[src/rtl/sync_period_gen.sv]
// rtl/sync_period_gen.sv - periodic one-cycle sync strobe generator, armed by a rising edge on arm_in.
// Optional sync counter port enabled by defining SYNC_GEN_COUNT_EN.
module sync_period_gen #(
    parameter int PERIOD_WIDTH = 32
) (
    input  logic                    user_clk,
    input  logic                    user_rst,
    input  logic [PERIOD_WIDTH-1:0] period_in,
    input  logic                    arm_in,
    output logic                    sync_out,
    output logic                    running
`ifdef SYNC_GEN_COUNT_EN
    ,
    output logic [31:0]             sync_count
`endif
);

    typedef enum logic {
        IDLE = 1'b0,
        RUN  = 1'b1
    } state_t;

    localparam logic [PERIOD_WIDTH-1:0] ONE = PERIOD_WIDTH'(1);

    state_t                  state;
    state_t                  state_next;
    logic                    arm_d1;
    logic                    arm_d2;
    logic                    arm_edge;
    logic [PERIOD_WIDTH-1:0] cnt;
    logic [PERIOD_WIDTH-1:0] cnt_next;
    logic [PERIOD_WIDTH-1:0] period_shadow;
    logic [PERIOD_WIDTH-1:0] shadow_next;
    logic                    sync_next;
    logic                    period_nz;

    assign period_nz = |period_in;

    // History flops reset high so an arm level held through reset is not an edge.
    always_ff @(posedge user_clk) begin
        if (user_rst) begin
            arm_d1   <= 1'b1;
            arm_d2   <= 1'b1;
            arm_edge <= 1'b0;
        end else begin
            arm_d1   <= arm_in;
            arm_d2   <= arm_d1;
            arm_edge <= arm_d1 & ~arm_d2;
        end
    end

    always_ff @(posedge user_clk) begin
        if (user_rst) begin
            state         <= IDLE;
            cnt           <= '0;
            period_shadow <= '0;
            sync_out      <= 1'b0;
            running       <= 1'b0;
        end else begin
            state         <= state_next;
            cnt           <= cnt_next;
            period_shadow <= shadow_next;
            sync_out      <= sync_next;
            running       <= (state_next == RUN);
        end
    end

    // A restart outranks a coincident wrap, so only one pulse is produced.
    always_comb begin
        state_next  = state;
        cnt_next    = cnt;
        shadow_next = period_shadow;
        sync_next   = 1'b0;
        if (arm_edge) begin
            if (period_nz) begin
                shadow_next = period_in;
                cnt_next    = period_in - ONE;
                sync_next   = 1'b1;
                state_next  = RUN;
            end else begin
                state_next  = IDLE;
            end
        end else if (state == RUN) begin
            if (cnt == '0) begin
                if (period_nz) begin
                    shadow_next = period_in;
                    cnt_next    = period_in - ONE;
                    sync_next   = 1'b1;
                end else begin
                    state_next  = IDLE;
                end
            end else begin
                cnt_next = cnt - ONE;
            end
        end
    end

`ifdef SYNC_GEN_COUNT_EN
    always_ff @(posedge user_clk) begin
        if (user_rst) begin
            sync_count <= 32'd0;
        end else if (arm_edge) begin
            sync_count <= {31'd0, sync_next};
        end else if (sync_next) begin
            sync_count <= sync_count + 32'd1;
        end
    end
`endif

endmodule

[config.mk]
export PLATFORM = sky130hd
export DESIGN_NAME = sync_period_gen
export DESIGN_NICKNAME = d
export VERILOG_FILES = /design/src/rtl/sync_period_gen.sv
export SDC_FILE = /design/constraint.sdc
export NUM_CORES = 1
export LEC_CHECK = 0
export BUFFER_PORTS_ARGS = -buffer_cell sky130_fd_sc_hd__clkbuf_2
export CORE_MARGIN = 3
export CORE_UTILIZATION = 45
export CTS_CLUSTER_SIZE = 24
export DETAILED_ROUTE_END_ITERATION = 12
export GPL_TIMING_DRIVEN = 0
export PLACE_DENSITY = 0.67
export SLEW_MARGIN = 20
export SYNTH_ARGS = -nofsm -noshare
export SYNTH_HDL_FRONTEND = slang
export SYNTH_SLANG_ARGS = --single-unit
[constraint.sdc]
create_clock -name user_clk -period 2.8 [get_ports user_clk]
set_input_delay 0.56 -clock user_clk [delete_from_list [all_inputs] [get_ports user_clk]]
set_output_delay 0.56 -clock user_clk [all_outputs]
set_load 0.05 [all_outputs]
# ---- Word-level counts from Yosys, hierarchy flattened
# Index checks and enable logic that the tools add are counted.
dict set report op_classes {
  mux 11
  add_sub_neg 2
  reduce_logical 3
  bitwise 2
}
# cell n
set op_table {}
lappend op_table {{32-bit two-way mux} 4}
lappend op_table {{32-bit by 1-bit subtractor with 32-bit output, second input constant} 2}
lappend op_table {{32-bit logical NOT} 1}
lappend op_table {{32-bit OR reduction} 1}
lappend op_table {{1-bit two-way mux} 7}
lappend op_table {{2-bit nonzero test} 1}
lappend op_table {{1-bit AND} 1}
lappend op_table {{1-bit NOT} 1}
dict set report totals {
  out_inout_bits 2
  elab_cells 24
  register_bits 37
}

# ---- Logic depth before layout (Yosys ltp)
dict set report logic_depth {
  word_depth 5
  mapped_depth 10
  ltp_nobuf 8
}

# ---- Least setup slack after synthesis
# OpenSTA, ideal clock, no wires.
dict set report synth_timing {
  path_type {input to register}
  startpoint {input port period_in[0]}
  endpoint {register cnt[9]}
  cell_stages 9
  slack_ns -0.053
  setup_time_ns 0.116
  n_path_buf 1
  t_arrival_ns 2.737
  cell_sequence {inv_1 > ha_1 > or4b_2 > or4_1 > or4_1 > clkbuf_1 > a21oi_1 > a221oi_1 > a31o_2}
}
dict set report synth_via {
  elab_chain_len 5
  elab_cells_between_ends 6
}
# element line_no
set synth_rtl {}
lappend synth_rtl {{start: declaration} 8} ;# input logic [PERIOD_WIDTH-1:0] period_in,
lappend synth_rtl {{32-bit by 1-bit subtractor with 32-bit output / 32-bit OR reduction (equally long branches)} {77, 87, 37}}
lappend synth_rtl {{32-bit two-way mux (*)} {75, 85}}
lappend synth_rtl {{32-bit two-way mux} 84} ;# if (cnt == '0) begin
lappend synth_rtl {{32-bit two-way mux} 83} ;# end else if (state == RUN) begin
lappend synth_rtl {{32-bit two-way mux (*)} 74} ;# if (arm_edge) begin
lappend synth_rtl {{end signal: assignment} 61} ;# cnt <= cnt_next;
lappend synth_rtl {{end: declaration} 30} ;# logic [PERIOD_WIDTH-1:0] cnt;
# Mark *: on every way between the ends. The rest lies on a longest branch, timed or not. The select of a mux whose other input is x is not followed.
# A chain may end at the register's enable or synchronous reset.

# ---- Final worst setup path
dict set report layout_timing {
  startpoint {register cnt[3]}
  endpoint {register cnt[31]}
}
dict set report layout_via {
  elab_chain_len 4
  elab_cells_between_ends 5
}
# element line_no
set layout_rtl {}
lappend layout_rtl {{32-bit by 1-bit subtractor with 32-bit output / 32-bit logical NOT (equally long branches)} {93, 84}}
lappend layout_rtl {{32-bit two-way mux (*)} 84}
lappend layout_rtl {{32-bit two-way mux (*)} 83}
lappend layout_rtl {{32-bit two-way mux (*)} 74}
# Marks and branches as above.

==> metrics.txt <==
drt total wl=10,700 microns; diode count=0; cell chain of the critical path=or4_4 > or4_1 > buf_2 > or4_4 > a21oi_2 > o221ai_2 > a221oi_2; number of setup violations in the final report=1; synthesis-to-finish area growth=18.0%; failing checks=setup timing; Final GP Congestion=0.909; share of the clock period used by the worst path=1.00; post-synthesis async set-or-reset flop share=0; FF-to-FF path depth=7; Buffers on Ports=34; drt first pass iters=9; number of global-route vias before repair=3,150; achievable frequency=356 MHz; Post-Syn Area=0.00308 sq mm; drt drc=0; reg2reg end=cnt[31]$_SDFFE_PP0P_; source of the worst register-to-register timing path=cnt[3]$_SDFFE_PP0P_; category of the worst setup path launch point=register; type of the worst setup path=reg -> reg; Hold Crit Start=arm_d2$_SDFF_PP1_; global routing usage summed across all routing layers=0.267; Worst-Skew Late Latency=0.29 ns; Hold Path Sink=arm_edge$_SDFF_PP0_; Post-DP HPWL=7520 microns; number of clock buffers inserted by TritonCTS=5; number of antenna violations at the first check in global routing=0; cell chosen for the clock root=sky130_fd_sc_hd__clkbuf_8; power density of the placed cells=608 mW/mm^2; number of DRC markers in iteration 0=418; fin nets=486; slowest stage cell, crit path=sky130_fd_sc_hd__or4_4; H-tree levels=2; number of distinct standard cells referenced by the synthesized netlist=65; I/O pin total=37; Floorplan Core Area=0.00649 sq mm; Synth Net Count=about 440; Max Cap Viol=0; wire length per cell after detailed routing=20.4 microns; largest voltage drop on the vdd net=0.000282 V; Post-DRT Antenna Nets=0; Clock Skew=approximately 0.0038 ns; count of clock tree sinks=37; tightest hold margin=0.407 ns; Worst Tran Pin Value=between 0.8 and 0.9 ns; number of hold violations in the final report=0; most common library cell in the layout ignoring fill and taps=sky130_fd_sc_hd__dfxtp_1; area of placed instances=0.00336 sq mm; DR vias=3,581; minimum setup slack among reg-to-reg paths=-0.007 ns; CTS tree=done; share of the yosys chip area belonging to registers=0.240; number of enable-type register cells in the synthesized netlist=0; Chip Height=a little under 90 microns; die outline width=88.8 microns; share of layout cells above drive strength 1=0.224; final max-slew violation count=0; commonest cells after routing, fill and taps aside=sky130_fd_sc_hd__dfxtp_1, sky130_fd_sc_hd__clkbuf_2, sky130_fd_sc_hd__a21oi_1, sky130_fd_sc_hd__nor2_1, sky130_fd_sc_hd__nand2_1; slack of the critical path=-0.00689 ns; wire length of the first global-routing pass=16,100 microns; remaining global-route overflow=0; required time at the endpoint of the critical path=3.01 ns; max_slew headroom=0.449; mean post-synth cell area=7.67 sq um; largest net degree at the start of global routing=11; Top cell by count, worst path=sky130_fd_sc_hd__or4_4; leakage power figure=1.35 nW; synthesis warning total=0; Tmin final=2.81 ns; dominant synthesized flop cell=sky130_fd_sc_hd__dfxtp_1; per-cell via count in the routed design=6.83; crit-path max cell delay=between 0.6 and 0.7 ns; power after layout=2.21 mW; Critical Path Sink Type=register; initial core utilization=0.474; area of all placed cells without fillers=0.00364 sq mm; cells after synthesis=around 400; Max clock buf depth=2; Yosys reg bits=37; hold depth=1; DIE AREA=about 0.0079 sq mm; type of the most critical hold path=reg -> reg; arrival time at the worst endpoint=3.02 ns; outcome=complete, but fails checks; Core Rows=29; Reg clk slew, reported paths=0.07 ns; Max FO, Critical Path=9
[worst max path at each step]
stage | slack (ns) | end | from
after CTS | 0.02 | cnt[9]$_SDFFE_PP0P_ | period_in[25]
after global placement | -0.40 | cnt[11]$_SDFFE_PP0P_ | period_in[25]
after global routing | -0.04 | cnt[31]$_SDFFE_PP0P_ | cnt[3]$_SDFFE_PP0P_
after detailed placement | -0.39 | cnt[30]$_SDFFE_PP0P_ | period_in[0]
final | -0.007 | cnt[31]$_SDFFE_PP0P_ | cnt[3]$_SDFFE_PP0P_
after floorplan | -0.03 | cnt[10]$_SDFFE_PP0P_ | period_in[27]
[flip-flops by register name, indices dropped and copies added, names as in the netlist]
register  cells
arm_d1        1
arm_d2        1
arm_edge      1
cnt          32
state         1
sync_out      1
[where the power goes]
| group | internal, mW | switching [mW] |
|---|---|---|
| registers | 0.565 | 0.0599 |
| logic | 0.468 | 0.721 |
| clock network | 0.196 | 0.200 |
[stage by stage]
step / TNS, ns / cells / worst slack [ns] / util
6_report: -0.00689 / 524 / -0.00689 / 0.560
5_1_grt: -0.0837 / 524 / -0.0407 / 0.560
4_1_cts: 0 / 519 / 0.0157 / 0.535
3_5_place_dp: -7.75 / 513 / -0.391 / 0.517
3_3_place_gp: -7.68 / 513 / -0.404 / 0.517
2_1_floorplan: -0.0408 / 402 / -0.0313 / -
[metal layers]
layer | routed length [microns] | GRT usage | vias to the layer above
met1 | 4500 | 0.367 | 1631
met5 | 0 | 0 | -
met2 | 4620 | 0.408 | 260
met3 | 1190 | 0.0521 | 39
li1 | - | - | 1651
met4 | 394 | 0.107 | 0
[layout make-up]
class                      count  area (sq um)
buffer                        23           109
clock buffer                   7          86.3
timing repair buffer          39           208
multi-input combinational    328          2350
fill                         618          2860
inverter                      13          48.8
tap                           77          96.3
sequential                    37           742
[cell usage after synthesis, types with 13 or more instances]
library cell               instances  area [sq um]
sky130_fd_sc_hd__dfxtp_1          37           741
sky130_fd_sc_hd__a21oi_1          32           160
sky130_fd_sc_hd__nor2_1           27           101
sky130_fd_sc_hd__nand2_1          26          97.6
sky130_fd_sc_hd__nor3_1           22           110
sky130_fd_sc_hd__o21ai_0          20           100
sky130_fd_sc_hd__nor4_1           19           119
sky130_fd_sc_hd__clkbuf_1         18          67.6
sky130_fd_sc_hd__xor2_1           17           149
sky130_fd_sc_hd__inv_1            13          48.8
sky130_fd_sc_hd__or4_1            13          97.6
sky130_fd_sc_hd__xnor2_1          13           114
[kinds of logic (layout without fill, tap and decap cells)]
logic type,after synthesis,after routing,share of synthesized area
AND/OR/NAND/NOR,168,168,0.319
AO/OA/AOI/OAI,118,118,0.262
flip-flops,37,37,0.240
buffers and inverters,37,82,0.0491
XOR/XNOR,30,30,0.0853
multiplexers,8,8,0.0280
adder cells (fa/ha/maj),4,4,0.0162
[worst max-delay path, delay by kind of cell, from the launching register on]
| kind | cells | cell delay (ns) |
|---|---|---|
| buffers and inverters | 1 | 0.21 |
| flip-flops | 1 | 0.39 |
| AND/OR/NAND/NOR | 3 | 1.60 |
| AO/OA/AOI/OAI | 3 | 0.53 |
[repair_timing]
item / CTS / global route
pin swaps: 0 / 6
gates resized for setup: 10 / 24
hold buffers: 0 / 0
buffers inserted: 0 / 5
setup endpoints to repair: 18 / 31
hold endpoints to repair: 0 / 0
No activity file was read; power rests on OpenSTA's default activity.
